`config.mk`:
```
export PLATFORM = sky130hd
export DESIGN_NAME = minterm_scan_ctrl_flat
export DESIGN_NICKNAME = d
export VERILOG_FILES = /design/src/rtl/minterm_scan_ctrl_if.sv /design/src/rtl/minterm_scan_ctrl.sv /design/src/flat_wrapper.sv
export SDC_FILE = /design/constraint.sdc
export NUM_CORES = 1
export LEC_CHECK = 0
export CORE_AREA = 2 2 71 73
export CTS_CLUSTER_DIAMETER = 50
export DETAILED_ROUTE_END_ITERATION = 10
export DIE_AREA = 0 0 73 75
export HOLD_SLACK_MARGIN = 0.05
export PLACE_DENSITY_LB_ADDON = 0.2
export SYNTH_ARGS = -nofsm -noshare
export SYNTH_HDL_FRONTEND = slang
export SYNTH_SLANG_ARGS = --single-unit
```
`constraint.sdc`:
```
create_clock -name clk -period 3.2 [get_ports clk]
set_clock_uncertainty 0.2 [all_clocks]
set_input_delay 0.32 -clock clk [delete_from_list [all_inputs] [get_ports clk]]
set_output_delay 0.32 -clock clk [all_outputs]
set_load 0.02 [all_outputs]
```
`src/rtl/minterm_scan_ctrl_if.sv`:
```
// minterm_scan_ctrl_if: handshake, select and result bundle between a scan host and the minterm scan controller
interface minterm_scan_ctrl_if #(parameter int N_IN = 4);
  localparam int W = 1 << N_IN;
  logic start;
  logic abort;
  logic f_in;
  logic [W-1:0] expected;
  logic [N_IN-1:0] sel;
  logic en_out;
  logic busy;
  logic done;
  logic [W-1:0] mask;
  logic match;
  logic mismatch_valid;
  logic [N_IN-1:0] mismatch_idx;
  modport master (
    output start, abort, f_in, expected,
    input sel, en_out, busy, done, mask, match, mismatch_valid, mismatch_idx
  );
  modport slave (
    input start, abort, f_in, expected,
    output sel, en_out, busy, done, mask, match, mismatch_valid, mismatch_idx
  );
endinterface

```
`src/rtl/minterm_scan_ctrl.sv`:
```
// minterm_scan_ctrl: walks sel through every minterm, samples f_in after SETTLE cycles and checks the mask
module minterm_scan_ctrl #(
  parameter int N_IN   = 4,
  parameter int SETTLE = 2
) (
  input  logic clk,
  input  logic rst_n,
  minterm_scan_ctrl_if.slave bus
);
  localparam int W = 1 << N_IN;
  typedef enum logic [1:0] {IDLE, SCAN, DONE} state_t;
  state_t state, state_nxt;
  logic [3:0] cnt;
  logic go, sample, last;
  logic [W-1:0] mask_smp;
  always_ff @(posedge clk or negedge rst_n)
    if (!rst_n) state <= IDLE;
    else state <= state_nxt;
  always_comb begin
    state_nxt = state == IDLE ? (go ? SCAN : IDLE) :
                state == SCAN ? (bus.abort ? IDLE : (sample && last) ? DONE : SCAN) :
                IDLE;
  end
  // abort outranks a coinciding sample edge, so sample is masked by it
  always_comb begin
    go = state == IDLE && bus.start && !bus.abort;
    sample = state == SCAN && !bus.abort && cnt == 4'(SETTLE - 1);
    last = &bus.sel;
    mask_smp = bus.mask;
    mask_smp[bus.sel] = bus.f_in;
  end
  always_ff @(posedge clk or negedge rst_n)
    if (!rst_n) begin
      bus.sel <= '0;
      bus.en_out <= 1'b0;
      bus.busy <= 1'b0;
      bus.done <= 1'b0;
      bus.mask <= '0;
      bus.match <= 1'b0;
      bus.mismatch_valid <= 1'b0;
      bus.mismatch_idx <= '0;
      cnt <= '0;
    end else begin
      bus.done <= state_nxt == DONE;
      if (go) begin
        bus.sel <= '0;
        bus.en_out <= 1'b1;
        bus.busy <= 1'b1;
        bus.mask <= '0;
        bus.match <= 1'b0;
        bus.mismatch_valid <= 1'b0;
        bus.mismatch_idx <= '0;
        cnt <= '0;
      end else if (state == SCAN && bus.abort) begin
        bus.sel <= '0;
        bus.en_out <= 1'b0;
        bus.busy <= 1'b0;
        cnt <= '0;
      end else if (sample) begin
        bus.mask <= mask_smp;
        if (bus.f_in != bus.expected[bus.sel] && !bus.mismatch_valid) begin
          bus.mismatch_valid <= 1'b1;
          bus.mismatch_idx <= bus.sel;
        end
        cnt <= '0;
        if (last) begin
          bus.sel <= '0;
          bus.en_out <= 1'b0;
          bus.busy <= 1'b0;
          bus.match <= mask_smp == bus.expected;
        end else begin
          bus.sel <= bus.sel + N_IN'(1);
        end
      end else if (state == SCAN) begin
        cnt <= cnt + 4'd1;
      end
    end
endmodule

```
`src/flat_wrapper.sv`:
```
// flat-port wrapper written by rule: the top's interface ports become plain ports
module minterm_scan_ctrl_flat 
#(
  parameter int N_IN   = 4,
  parameter int SETTLE = 2
)
  (clk, rst_n, bus_start, bus_abort, bus_f_in, bus_expected, bus_sel, bus_en_out, bus_busy, bus_done, bus_mask, bus_match, bus_mismatch_valid, bus_mismatch_idx);
  minterm_scan_ctrl_if #(.N_IN(N_IN)) bus_i ();
  input  logic clk;
  input  logic rst_n;
  input wire logic [$bits(bus_i.start)-1:0] bus_start;
  input wire logic [$bits(bus_i.abort)-1:0] bus_abort;
  input wire logic [$bits(bus_i.f_in)-1:0] bus_f_in;
  input wire logic [$bits(bus_i.expected)-1:0] bus_expected;
  output wire logic [$bits(bus_i.sel)-1:0] bus_sel;
  output wire logic [$bits(bus_i.en_out)-1:0] bus_en_out;
  output wire logic [$bits(bus_i.busy)-1:0] bus_busy;
  output wire logic [$bits(bus_i.done)-1:0] bus_done;
  output wire logic [$bits(bus_i.mask)-1:0] bus_mask;
  output wire logic [$bits(bus_i.match)-1:0] bus_match;
  output wire logic [$bits(bus_i.mismatch_valid)-1:0] bus_mismatch_valid;
  output wire logic [$bits(bus_i.mismatch_idx)-1:0] bus_mismatch_idx;
  assign bus_i.start = bus_start;
  assign bus_i.abort = bus_abort;
  assign bus_i.f_in = bus_f_in;
  assign bus_i.expected = bus_expected;
  assign bus_sel = bus_i.sel;
  assign bus_en_out = bus_i.en_out;
  assign bus_busy = bus_i.busy;
  assign bus_done = bus_i.done;
  assign bus_mask = bus_i.mask;
  assign bus_match = bus_i.match;
  assign bus_mismatch_valid = bus_i.mismatch_valid;
  assign bus_mismatch_idx = bus_i.mismatch_idx;
  minterm_scan_ctrl #(.N_IN(N_IN), .SETTLE(SETTLE)) u_core (.clk(clk), .rst_n(rst_n), .bus(bus_i));
endmodule
```
== Word-level counts from Yosys, hierarchy flattened ==
Index checks and enable logic that the tools add are counted.
Cells by class
  add/sub/neg operators: 2
  $mul: 0
  divide/modulo/power cells: 0
  magnitude comparators: 2
  equal/unequal tests: 6
  shifts and indexed selects: 0
  muxes and demuxes: 37
  bitwise logic cells: 0
  reductions and logical operators: 22
Operators by type and width (number)
  16-bit 2-to-1 mux: 3
  4-bit 2-to-1 mux: 12
  16-bit bitwise mux: 1
  16-bit equality test: 1
  1-bit 2-to-1 mux: 15
  4-bit by 1-bit adder with 4-bit output (second input constant): 2
  1-bit logical AND: 8
  2-bit 2-to-1 mux: 4
  3-bit AND reduction: 2
  2-bit nonzero test: 3
  3-bit nonzero test: 2
  4-bit by 5-bit less-than comparator with 1-bit output (second input constant): 1
  1-bit binary-select mux with 4-bit select: 1
  1-bit demux with 4-bit select: 1
  4-bit by 1-bit equality test with 1-bit output (second input constant): 1
  4-bit by 1-bit greater-or-equal comparator with 1-bit output (second input constant): 1
  2-bit AND reduction: 2
  4-bit AND reduction: 1
  4-bit nonzero test: 1
  2-bit by 1-bit equality test with 1-bit output (second input constant): 1
  2-bit equality test (second input constant): 1
  1-bit zero test: 2
  2-bit zero test: 1
  2-bit by 1-bit inequality test with 1-bit output (second input constant): 1
  1-bit inequality test: 1
Word-level totals
  flip-flop bits (word level): 34
  latch bits: 0
  RAM bits: 0
  ROM bits: 0
  input port bits: 21
  output and inout port bits: 29
  word-level logic and storage cells: 78
  memories kept: 0

== Depth between registers and ports, before layout ==
  word-level depth: 10
  mapped depth: 10
  gate-level depth less buffers: 8

== Least setup slack after synthesis ==
No wires, ideal clock.
  kind: register -> register
  start point: reg u_core.bus.sel[0]
  end point: reg u_core.bus.mismatch_idx[1]
  setup time: 0.080 ns
  arrival: 2.151 ns
  required time: 2.920 ns
  slack: 0.770 ns
  stages on the path, launching flop included: 8
  path buffers: 1
  period minus slack after synthesis: 2.430 ns
  cells stage by stage: dfrtp_1 -> buf_2 -> mux4_2 -> a22oi_1 -> nand3_1 -> xnor2_1 -> nor3_2 -> mux2i_1
Between the ends
  word-level cells in the longest chain between the ends: 6
RTL lines
  start: declaration: line minterm_scan_ctrl_if.sv:22  | output sel, en_out, busy, done, mask, match, mismatch_valid, mismatch_idx
  start signal: assignment: line minterm_scan_ctrl.sv:72  | bus.sel <= bus.sel + N_IN'(1);
  1-bit binary-select mux with 4-bit select: line minterm_scan_ctrl.sv:61  | if (bus.f_in != bus.expected[bus.sel] && !bus.mismatch_valid) begin
  1-bit 2-to-1 mux (implied by the code): line minterm_scan_ctrl.sv:61
  1-bit inequality test: line minterm_scan_ctrl.sv:61
  1-bit logical AND: line minterm_scan_ctrl.sv:61
  2-bit nonzero test (no source line)
  3-bit AND reduction (no source line)
  end signal: assignment: line minterm_scan_ctrl.sv:63  | bus.mismatch_idx <= bus.sel;
  end: declaration: line minterm_scan_ctrl_if.sv:22
No other way between the ends. The select of a mux whose other input is x is not followed.
A chain may end at the register's enable or synchronous reset.

== Worst setup path in the final report ==
  start point: reg u_core.bus.sel[0]
  end point: reg u_core.bus.match
Between the ends
  word-level cells in the longest chain between the ends: 10
  elaborated cells between the ends (all ways): 14
  classes of those cells: 2 x order compare; 1 x eq/ne; 7 x mux; 4 x reduce/logical
RTL lines
  4-bit by 5-bit less-than comparator with 1-bit output (implied by the code) / 4-bit by 1-bit greater-or-equal comparator with 1-bit output (equally long branches): line minterm_scan_ctrl.sv:30  | mask_smp[bus.sel] = bus.f_in;
  1-bit logical AND (implied by the code): line minterm_scan_ctrl.sv:30
  1-bit 2-to-1 mux (implied by the code): line minterm_scan_ctrl.sv:30
  1-bit demux with 4-bit select
  16-bit bitwise mux: line minterm_scan_ctrl.sv:30
  16-bit equality test: line minterm_scan_ctrl.sv:70  | bus.match <= mask_smp == bus.expected;
  1-bit 2-to-1 mux: line minterm_scan_ctrl.sv:66  | if (last) begin
  1-bit 2-to-1 mux: line minterm_scan_ctrl.sv:59  | end else if (sample) begin
  1-bit 2-to-1 mux: line minterm_scan_ctrl.sv:54  | end else if (state == SCAN && bus.abort) begin
  1-bit 2-to-1 mux: line minterm_scan_ctrl.sv:45  | if (go) begin
  end signal: assignment: line minterm_scan_ctrl.sv:70
  end: declaration: line minterm_scan_ctrl_if.sv:22
Parallel ways exist; a longest one is shown, timed or not. The select of a mux whose other input is x is not followed.

==> results.json <==
{
  "status": "finished, final reports clean",
  "ys_warn_count": 0,
  "cts.htree.levels": 2,
  "area_growth_pct": 27.7,
  "maxSlewHeadroom": 0.566,
  "maxSlewViolCount": 0,
  "diodes": 0,
  "antenna_found_initial": 0,
  "setup_tns_ns": 0,
  "rows": 25,
  "routabilityCongestion": 0.871,
  "nets": 317,
  "rsz0062_at_grt": "false",
  "ff2ff_path_depth": 7,
  "ff_latch_area_um2": 851,
  "drc": 0,
  "r2r_setup_slack_ns": 0.59,
  "vias": 2014,
  "ys_seq_area_frac": 0.378,
  "io_pins": 50,
  "yosysUniqueCellTypes": 41,
  "grt_remaining_overflow": 0,
  "ant_nets": 0,
  "numCtsBuffers": 5,
  "cts_tree": "built",
  "clockRootBuffer": "clkbuf_8",
  "synthesis.nets": 270,
  "layout_commonest_cell": "clkdlybuf4s50_1",
  "wl_per_cell_um": 17.5,
  "cts.repair.resized": 0,
  "layout_common_cells": "clkdlybuf4s50_1 (49), dfrtp_1 (34), o21ai_0 (25), nand2_1 (23), mux2i_1 (20)",
  "firstDrtPassIters": 4,
  "ir_drop_mv": 0.243,
  "cp.required_ns": 3.20,
  "cts_hold_repair.buffers": 0,
  "start_util": 0.483,
  "synthesis.area_mm2": 0.00225,
  "synth_area_leaders": "dfrtp_1 (38%), mux2i_1 (8.9%), o21ai_0 (5.6%)",
  "synth_flop_cell": "dfrtp_1",
  "slowest_stage": "dfrtp_1",
  "die_y_um": 75,
  "synth-seq-cells": 34,
  "cp-end-kind": "flip-flop",
  "setup_viol": 0,
  "cp.arrival_ns": 2.60,
  "numClockSinks": 34,
  "yosys.area.top_type": "dfrtp_1",
  "portBuffers": 49,
  "finalWirelength_mm": 6.00,
  "layout-drive-gt1-share": 0.0900,
  "coreArea_mm2": 0.00466,
  "synth_area_per_cell_um2": 9.35,
  "synthArstFlopShare": 1.00,
  "synth_top_area_share": 0.378,
  "reg2reg_from": "u_core.bus.sel[0]",
  "drt_iter0_markers": 209,
  "hpwlAfterDp_mm": 4.36,
  "max_freq_mhz": 384,
  "path_class": "flip-flop to flip-flop",
  "crit_chain": "ha_1, nor3b_1, mux2i_1, xnor2_1, nor4_1, nand4_1, o22ai_1",
  "viasPerCell": 5.87,
  "path_clk_slew_ns": 0.07,
  "setup.worst_path.start_class": "flip-flop",
  "cts_setup_buffers": 0,
  "slowest_delay_ns": 0.64,
  "period_share": 0.814,
  "grt_pass1_vias": 1902,
  "synth_edf_count": 0,
  "num-fill-cells": 399,
  "grt_max_degree": 35,
  "multi_input_area_mm2": 0.00128,
  "die_w_um": 73,
  "worstMarginPinSlew_ns": 0.650,
  "dieArea_mm2": 0.00548,
  "hold_violations": 0,
  "grt_pass1_wl_mm": 9.65,
  "period_minus_slack_ns": 2.61,
  "p_total_mw": 1.18,
  "synth_cells": 241,
  "maxCapViolCount": 0,
  "clkLatencyLatePin_ns": 0.29,
  "worstHoldPathType": "primary input to async pin",
  "grt_usage": 0.234,
  "clockBufferDepth": 2,
  "regToRegEndpoint": "u_core.bus.match",
  "power.leakage_nw": 1.22,
  "power_per_cell_area_mw_per_mm2": 409,
  "crit_fanout": 10
}
## sequential cells by signal, summed over array words and instances, names as in the netlist
| register | cells |
|---|---|
| u_core.bus.match | 1 |
| u_core.bus.mismatch_idx | 4 |
| u_core.bus.done | 1 |
| u_core.state | 2 |
| u_core.bus.en_out | 1 |
| u_core.bus.mismatch_valid | 1 |
| u_core.bus.mask | 16 |
| u_core.cnt | 4 |
| u_core.bus.sel | 4 |
## worst max path at each step
stage,cells after the start,to,slack (ns),from
global route,8,u_core.bus.match,0.44,u_core.bus.sel[0]
finish,7,u_core.bus.match,0.59,u_core.bus.sel[0]
floorplan,7,u_core.bus.mismatch_idx[1],0.77,u_core.bus.sel[0]
global placement,7,u_core.bus.mismatch_idx[0],0.57,bus_expected[3]
CTS,7,u_core.bus.match,0.60,u_core.bus.sel[0]
detailed placement,7,u_core.bus.sel[3],0.55,bus_abort
## logic make-up after synthesis
family | after synthesis | share of synthesized area
muxes | 24 | 0.129
buffers and inverters | 26 | 0.0550
and+or+nand+nor | 75 | 0.180
DFF | 34 | 0.378
adders and majority gates | 8 | 0.0444
AOI/OAI and AO/OA | 55 | 0.140
xor gates and xnor gates | 19 | 0.0738
## where the power goes
group | internal, mW | switching [mW]
clock network | 0.173 | 0.168
logic | 0.163 | 0.179
registers | 0.450 | 0.0443
total | 0.786 | 0.391
## worst max-delay path, delay by kind of cell (launching register included)
family          cells  cell delay (ns)
fa+ha+maj           1             0.35
compound gates      1             0.17
simple gates        3             0.79
xor+xnor            1             0.09
flops               1             0.64
mux                 1             0.28
## cell usage after synthesis (3+ instances only)
library cell  count
buf_2             6
o21ai_0          25
nand3b_1          4
nor3b_1           3
xnor2_1          14
nand2_1          23
xor2_1            5
mux4_2            4
inv_1             9
nor2_1           15
dfrtp_1          34
mux2i_1          20
ha_1              8
clkbuf_1          7
nor2b_1           3
nand4_1           3
o22ai_1           5
nor4_1            4
nand3_1           7
nor3_1            3
a21oi_1          15
## metal layers
metal,GRT usage,part of all wire
met1,0.329,0.44
met2,0.367,0.48
met3,0.0495,0.067
met4,0.0679,0.0090
met5,0,0
## stage by stage
stage / hold WS (ns) / setup WS [ns] / instances / instance area (um^2) / utilization
after floorplan: -0.176 / 0.770 / 241 / 2250 / -
after global routing: 0.281 / 0.441 / 343 / 2880 / 0.617
final: 0.246 / 0.594 / 343 / 2880 / 0.617
after CTS: 0.259 / 0.600 / 343 / 2880 / 0.617
after detailed placement: 0.307 / 0.553 / 335 / 2780 / 0.597
after global placement: 0.285 / 0.570 / 335 / 2780 / 0.597
## cell type report
class                           count  area share
Tap cell                           54      0.0235
Multi-Input combinational cell    181       0.445
Timing Repair Buffer               57       0.191
Inverter                            9      0.0117
Sequential cell                    34       0.296
Clock buffer                        6      0.0287
Clock inverter                      2     0.00435
Power figures use the tool's default switching activity.
